**src/rtl/int_arbiter_if.sv**
```systemverilog
// Bundles the four-source interrupt request/handshake signals between the
// CPU-side environment (master) and the arbiter (slave).
interface int_arbiter_if;
    logic [3:0] int_req;
    logic [3:0] int_mask;
    logic       int_en;
    logic       int_ack;
    logic       intr;
    logic       ld;
    logic [3:0] data_out;
    logic [3:0] pending;

    modport master (
        output int_req,
        output int_mask,
        output int_en,
        output int_ack,
        input  intr,
        input  ld,
        input  data_out,
        input  pending
    );

    modport slave (
        input  int_req,
        input  int_mask,
        input  int_en,
        input  int_ack,
        output intr,
        output ld,
        output data_out,
        output pending
    );
endinterface

```
**src/rtl/int_arbiter.sv**
```systemverilog
// Interrupt front-end: synchronizes and edge-detects four request lines into
// sticky pending bits, picks the highest-priority enabled source and runs the
// intr/int_ack handshake, emitting a one-cycle load strobe with a one-hot ID.
module int_arbiter #(
    parameter int SYNC_STAGES = 2
) (
    input  logic         clk,
    input  logic         clr,
    int_arbiter_if.slave bus
);

    typedef enum logic [1:0] {
        IDLE    = 2'd0,
        ASSERT  = 2'd1,
        SERVICE = 2'd2,
        LOCKOUT = 2'd3
    } state_e;

    state_e     state_q, state_d;
    logic [3:0] sel_q, sel_d;
    logic [3:0] pending_q, pending_d;
    logic [3:0] hist_q;
    logic [3:0] sync_out;
    logic [3:0] rise;
    logic [3:0] elig;
    logic [3:0] sel;
    logic [3:0] clear_mask;

    genvar gi;
    generate
        for (gi = 0; gi < 4; gi++) begin : g_sync
            logic [SYNC_STAGES-1:0] chain_q;

            always_ff @(posedge clk) begin
                if (clr) begin
                    chain_q <= '0;
                end else begin
                    chain_q <= {chain_q[SYNC_STAGES-2:0], bus.int_req[gi]};
                end
            end

            assign sync_out[gi] = chain_q[SYNC_STAGES-1];
        end
    endgenerate

    assign rise       = sync_out & ~hist_q;
    assign elig       = pending_q & bus.int_mask;
    // Isolate the lowest set bit: bit 0 has the highest priority.
    assign sel        = elig & (~elig + 4'd1);
    assign clear_mask = (state_q == SERVICE) ? sel_q : 4'b0000;
    // A fresh edge must survive a same-cycle service clear.
    assign pending_d  = (pending_q & ~clear_mask) | rise;

    always_comb begin
        state_d = state_q;
        sel_d   = sel_q;
        case (state_q)
            IDLE: begin
                if (bus.int_en && (elig != 4'b0000)) begin
                    sel_d   = sel;
                    state_d = ASSERT;
                end
            end
            ASSERT: begin
                if (bus.int_ack) begin
                    state_d = SERVICE;
                end else if (!bus.int_en) begin
                    state_d = IDLE;
                end
            end
            SERVICE: begin
                state_d = LOCKOUT;
            end
            LOCKOUT: begin
                // Hold off re-entry until the CPU has visibly dropped its I flag.
                if (!bus.int_en) begin
                    state_d = IDLE;
                end
            end
            default: begin
                state_d = IDLE;
            end
        endcase
    end

    always_ff @(posedge clk) begin
        if (clr) begin
            state_q   <= IDLE;
            sel_q     <= '0;
            pending_q <= '0;
            hist_q    <= '0;
        end else begin
            state_q   <= state_d;
            sel_q     <= sel_d;
            pending_q <= pending_d;
            hist_q    <= sync_out;
        end
    end

    assign bus.intr     = (state_q == ASSERT);
    assign bus.ld       = (state_q == SERVICE);
    assign bus.data_out = (state_q == SERVICE) ? sel_q : 4'b0000;
    assign bus.pending  = pending_q;

endmodule

```
**src/flat_wrapper.sv**
```systemverilog
// flat-port wrapper written by rule: the top's interface ports become plain ports
module int_arbiter_flat 
#(
    parameter int SYNC_STAGES = 2
)
  (clk, clr, bus_int_req, bus_int_mask, bus_int_en, bus_int_ack, bus_intr, bus_ld, bus_data_out, bus_pending);
  int_arbiter_if bus_i ();
  input  logic clk;
  input  logic clr;
  input wire logic [$bits(bus_i.int_req)-1:0] bus_int_req;
  input wire logic [$bits(bus_i.int_mask)-1:0] bus_int_mask;
  input wire logic [$bits(bus_i.int_en)-1:0] bus_int_en;
  input wire logic [$bits(bus_i.int_ack)-1:0] bus_int_ack;
  output wire logic [$bits(bus_i.intr)-1:0] bus_intr;
  output wire logic [$bits(bus_i.ld)-1:0] bus_ld;
  output wire logic [$bits(bus_i.data_out)-1:0] bus_data_out;
  output wire logic [$bits(bus_i.pending)-1:0] bus_pending;
  assign bus_i.int_req = bus_int_req;
  assign bus_i.int_mask = bus_int_mask;
  assign bus_i.int_en = bus_int_en;
  assign bus_i.int_ack = bus_int_ack;
  assign bus_intr = bus_i.intr;
  assign bus_ld = bus_i.ld;
  assign bus_data_out = bus_i.data_out;
  assign bus_pending = bus_i.pending;
  int_arbiter #(.SYNC_STAGES(SYNC_STAGES)) u_core (.clk(clk), .clr(clr), .bus(bus_i));
endmodule
```
**config.mk**
```make
export PLATFORM = sky130hd
export DESIGN_NAME = int_arbiter_flat
export DESIGN_NICKNAME = d
export VERILOG_FILES = /design/src/rtl/int_arbiter_if.sv /design/src/rtl/int_arbiter.sv /design/src/flat_wrapper.sv
export SDC_FILE = /design/constraint.sdc
export NUM_CORES = 1
export LEC_CHECK = 0
export BUFFER_PORTS_ARGS = -buffer_cell sky130_fd_sc_hd__buf_2
export CAP_MARGIN = 10
export CORE_MARGIN = 8
export CORE_UTILIZATION = 53
export DETAILED_ROUTE_END_ITERATION = 8
export GPL_ROUTABILITY_DRIVEN = 0
export HOLD_SLACK_MARGIN = 0.1
export PLACE_DENSITY = 0.81
export SLEW_MARGIN = 20
export SYNTH_ARGS = -nofsm -noshare
export SYNTH_HDL_FRONTEND = slang
export SYNTH_SLANG_ARGS = --single-unit
```
**constraint.sdc**
```tcl
create_clock -name clk -period 3.7 [get_ports clk]
set_input_delay 0.555 -clock clk [delete_from_list [all_inputs] [get_ports clk]]
set_output_delay 0.555 -clock clk [all_outputs]
set_load 0.005 [all_outputs]
```
* Word-level counts from Yosys, hierarchy flattened
Cells that the tools add are included.
Word-level totals: bits in registers 22, bits of input ports 12, output and inout port bits 10
Cells by class: add/sub/neg operators 1, equal/unequal tests 4, multiplexer cells 5, bitwise operators 8, reduce and logical (&&, ||, !) cells 4
Operators by type and width (number):
- $and A4 B4 Y4 | 4
- $not A4 Y4 | 3
- $pmux W2 S4 | 1
- $mux W2 | 3
- $add A4 B1 Y4 const B | 1
- $eq A2 B2 Y1 const B | 2
- $mux W4 | 1
- $or A4 B4 Y4 | 1
- $reduce_bool A4 Y1 | 1
- $eq A2 B1 Y1 const B | 1
- $logic_not A2 Y1 | 1
- $ne A2 B1 Y1 const B | 1
- $reduce_and A2 Y1 | 1
- $logic_and A1 B1 Y1 | 1

* Longest topological paths before layout
word-level depth 5, gate-level depth with buffers 4

* Worst setup path after synthesis
OpenSTA, ideal clock, no wires.
kind in2reg, start point input port clr, end point register u_core.sel_q[1], library setup time 122 ps, data arrival time 1427 ps, slack 2151 ps, cell stages on the path 4, buffers on the path 1, path through clkbuf_1 inv_1 and3_4 a311o_1
RTL lines:
- start: declaration | line flat_wrapper.sv:9 | input logic clr;
- end signal: assignment | line int_arbiter.sv:94 | sel_q <= sel_d;
- end: declaration | line int_arbiter.sv:20 | logic [3:0] sel_q, sel_d;

* Worst setup path after layout
start point register u_core.state_q[0], end point output port bus_data_out[1]
Between the ends: cells in the longest elaborated chain, start to end 2
RTL lines:
- start: declaration | line int_arbiter.sv:19 | state_e state_q, state_d;
- start signal: assignment | line int_arbiter.sv:93 | state_q <= state_d;
- $eq A2 B2 Y1 | line int_arbiter.sv:102 | assign bus.data_out = (state_q == SERVICE) ? sel_q : 4'b0000;
- $mux W4 | line int_arbiter.sv:102
- end: declaration | line flat_wrapper.sv:16 | output wire logic [$bits(bus_i.data_out)-1:0] bus_data_out;
No other way between the ends.

==> impl_metrics.ini <==
[clocking]
cts_tree = done
clkLatencyLatePin_ns = 0.30
clkTransAtPathRegs_ns = 0.11
h-tree-depth = 1
cts.sinks = 22
ctsResizeCount = 0
postCtsHoldBufs = 0
cts_made_buffers = 3
clockBufferDepth = 2
post_cts_buffers = 0
root_buffer = clkbuf_4

[finish]
multiInputGateArea_um2 = 372.9
layout-drive-gt1-share_pct = 25.47
layout.nets = 119
fillers = 129
n_antenna_cell = 0
seqCellArea_um2 = 440.4
mostFrequentLayoutCell = dfxtp_1
final_cell_mix = 22 x dfxtp_1, 21 x buf_2, 18 x nor2b_1
syn_to_final_growth_pct = 20.00

[setup_path]
startpoint_type = flop
critPathMaxFanout = 9
worstSetupPathType = reg2out
arrival_ns = 1.31
required_ns = 3.14
cp-end-kind = output pin

[route]
drt_iter0_markers = 14
ant_nets = 0
drc = 0
viasPerCell = 5.443
first_pass_iters = 4
vias = 664
routed_wl_um = 1500
routedWlPerCell_um = 12.30

[global_route]
grt_pass1_vias = 642
gr-usage-all-layers_pct = 9.801
busiest_layer = met2
grt_pass1_wl_um = 2566
grt_util_met1_pct = 10.91
gr-usage-met3_pct = 3.653
grt_max_degree = 20
antenna_found_initial = 0
grt_overflow = 0
use_met2_pct = 15.06

[logic_synthesis]
netlist-cell-type-count = 25
ys_seq_elements = 22
syn_inst = 84
synth_warnings = 0
syn_nets = 96
netlist_area_um2 = 832.0
ys_seq_area_share_pct = 52.93
avgSynthCellArea_um2 = 9.905

[power_and_ir_drop]
leakagePower_uw = 0.0004339
peakVddDrop_v = 0.0003320
power_density_nw_per_um2 = 472.6

[timing]
post-route-min-period_ns = 1.869
hold_violations = 0
fmax_mhz = 535.0
relSlewSlack_pct = 72.67
slew_viol_final = 0
tightest_slew_ns = 0.4090
fin_worst_skew_ns = 0.003367
fin_crit_sh_pct = 50.52
final.setup.tns_ns = 0
setup_viol = 0
rsz0062_at_grt = false
fin_ws_ns = 1.831

[placement]
pre_cts_slack_ns = 2.006
dp_hpwl_um = 1155
port_buffers = 21

[floorplanning]
die_h_um = 55.62
start_util_pct = 55.88
die_area_um2 = 3094
rows = 14
core_area_um2 = 1489
ios = 22
fp.dieW_um = 55.62

[worst_hold_path]
hp-class = reg2reg

[run_status]
status = completed

[job]
maxCapViolCount = 0
metal layers:
| metal | vias to the layer above | share of wire (%) |
|---|---|---|
| li1 | 334 | - |
| met1 | 303 | 47 |
| met2 | 23 | 44 |
| met3 | 4 | 7.3 |
| met4 | 0 | 1.3 |
| met5 | - | 0 |
state kept, by name, indices dropped and copies added (netlist names):
name / flops
u_core.g_sync.chain_q: 8
u_core.hist_q: 4
u_core.bus.pending: 4
u_core.sel_q: 4
u_core.state_q: 2
power breakdown:
part / internal [uW] / total (uW) / switching [uW]
Clock: 110 / 178 / 68.6
Sequential: 248 / 255 / 7.06
Combinational: 20.4 / 39.1 / 18.7
Total: 377 / 472 / 94.4
logic make-up (layout without fill, tap and decap cells):
group / count (synthesis) / in the layout / synth area share (%)
AOI/OAI and AO/OA: 18 / 18 / 16.09
buffers and inverters: 5 / 27 / 2.256
and+or+nand+nor: 39 / 39 / 28.72
DFF: 22 / 22 / 52.93
cell type report:
cell class                 instances  area share, %
sequential                        22          44.11
timing repair buffer              21          10.53
clock inverter                     1          3.008
multi-input combinational         57          37.34
clock buffer                       3          2.256
inverter                           2         0.7519
tap                               16          2.005
stage by stage:
stage | cells | total power (uW) | hold slack, ns | instance area [um2] | util (%)
2_1_floorplan | 84 | 283.8 | 0.4138 | 832.0 | -
3_3_place_gp | 118 | 298.5 | 0.4205 | 945.9 | 63.53
3_5_place_dp | 118 | 299.6 | 0.4291 | 945.9 | 63.53
4_1_cts | 122 | 478.9 | 0.4430 | 998.5 | 67.06
5_1_grt | 122 | 490.9 | 0.4433 | 998.5 | 67.06
6_report | 122 | 471.9 | 0.4487 | 998.5 | 67.06
final timing paths:
| path | startpoint | to | cells past startpoint | slack, ns |
|---|---|---|---|---|
| setup / recovery | u_core.state_q[0] | bus_data_out[1] | 3 | 1.83 |
| hold / removal | u_core.g_sync[0].chain_q[0] | u_core.g_sync[0].chain_q[1] | 1 | 0.45 |
| setup reg to reg | u_core.state_q[0] | u_core.sel_q[1] | 3 | 2.29 |
| hold reg to reg | u_core.g_sync[0].chain_q[0] | u_core.g_sync[0].chain_q[1] | 1 | 0.45 |
critical path: stages, from the launching register on:
cell and delay [ns]:
dfxtp_1 0.43, and2b_1 0.29, and2_1 0.18, buf_2 0.12
cell usage after synthesis:
| cell type | n | area share, % |
|---|---|---|
| clkbuf_1 | 3 | 1.4 |
| and2_1 | 4 | 3.0 |
| a2111oi_0 | 1 | 1.1 |
| nor2_1 | 1 | 0.45 |
| nand2_1 | 5 | 2.3 |
| dfxtp_1 | 22 | 53 |
| and3_1 | 1 | 0.75 |
| or3b_4 | 1 | 1.4 |
| a21oi_1 | 1 | 0.60 |
| nand3_1 | 2 | 1.2 |
| or2b_1 | 1 | 0.90 |
| nor2b_1 | 18 | 14 |
| nor3b_1 | 1 | 0.90 |
| and3_4 | 1 | 1.4 |
| a21boi_0 | 4 | 3.6 |
| nand4_1 | 2 | 1.5 |
| a31oi_1 | 3 | 2.3 |
| o211ai_1 | 1 | 0.90 |
| and2b_1 | 1 | 0.90 |
| o41ai_1 | 1 | 1.1 |
| nor3_1 | 1 | 0.60 |
| inv_1 | 2 | 0.90 |
| a311o_1 | 1 | 1.2 |
| o21a_1 | 4 | 3.6 |
| a22oi_1 | 2 | 1.8 |
Note: power is estimated with default switching activity, not from simulation.
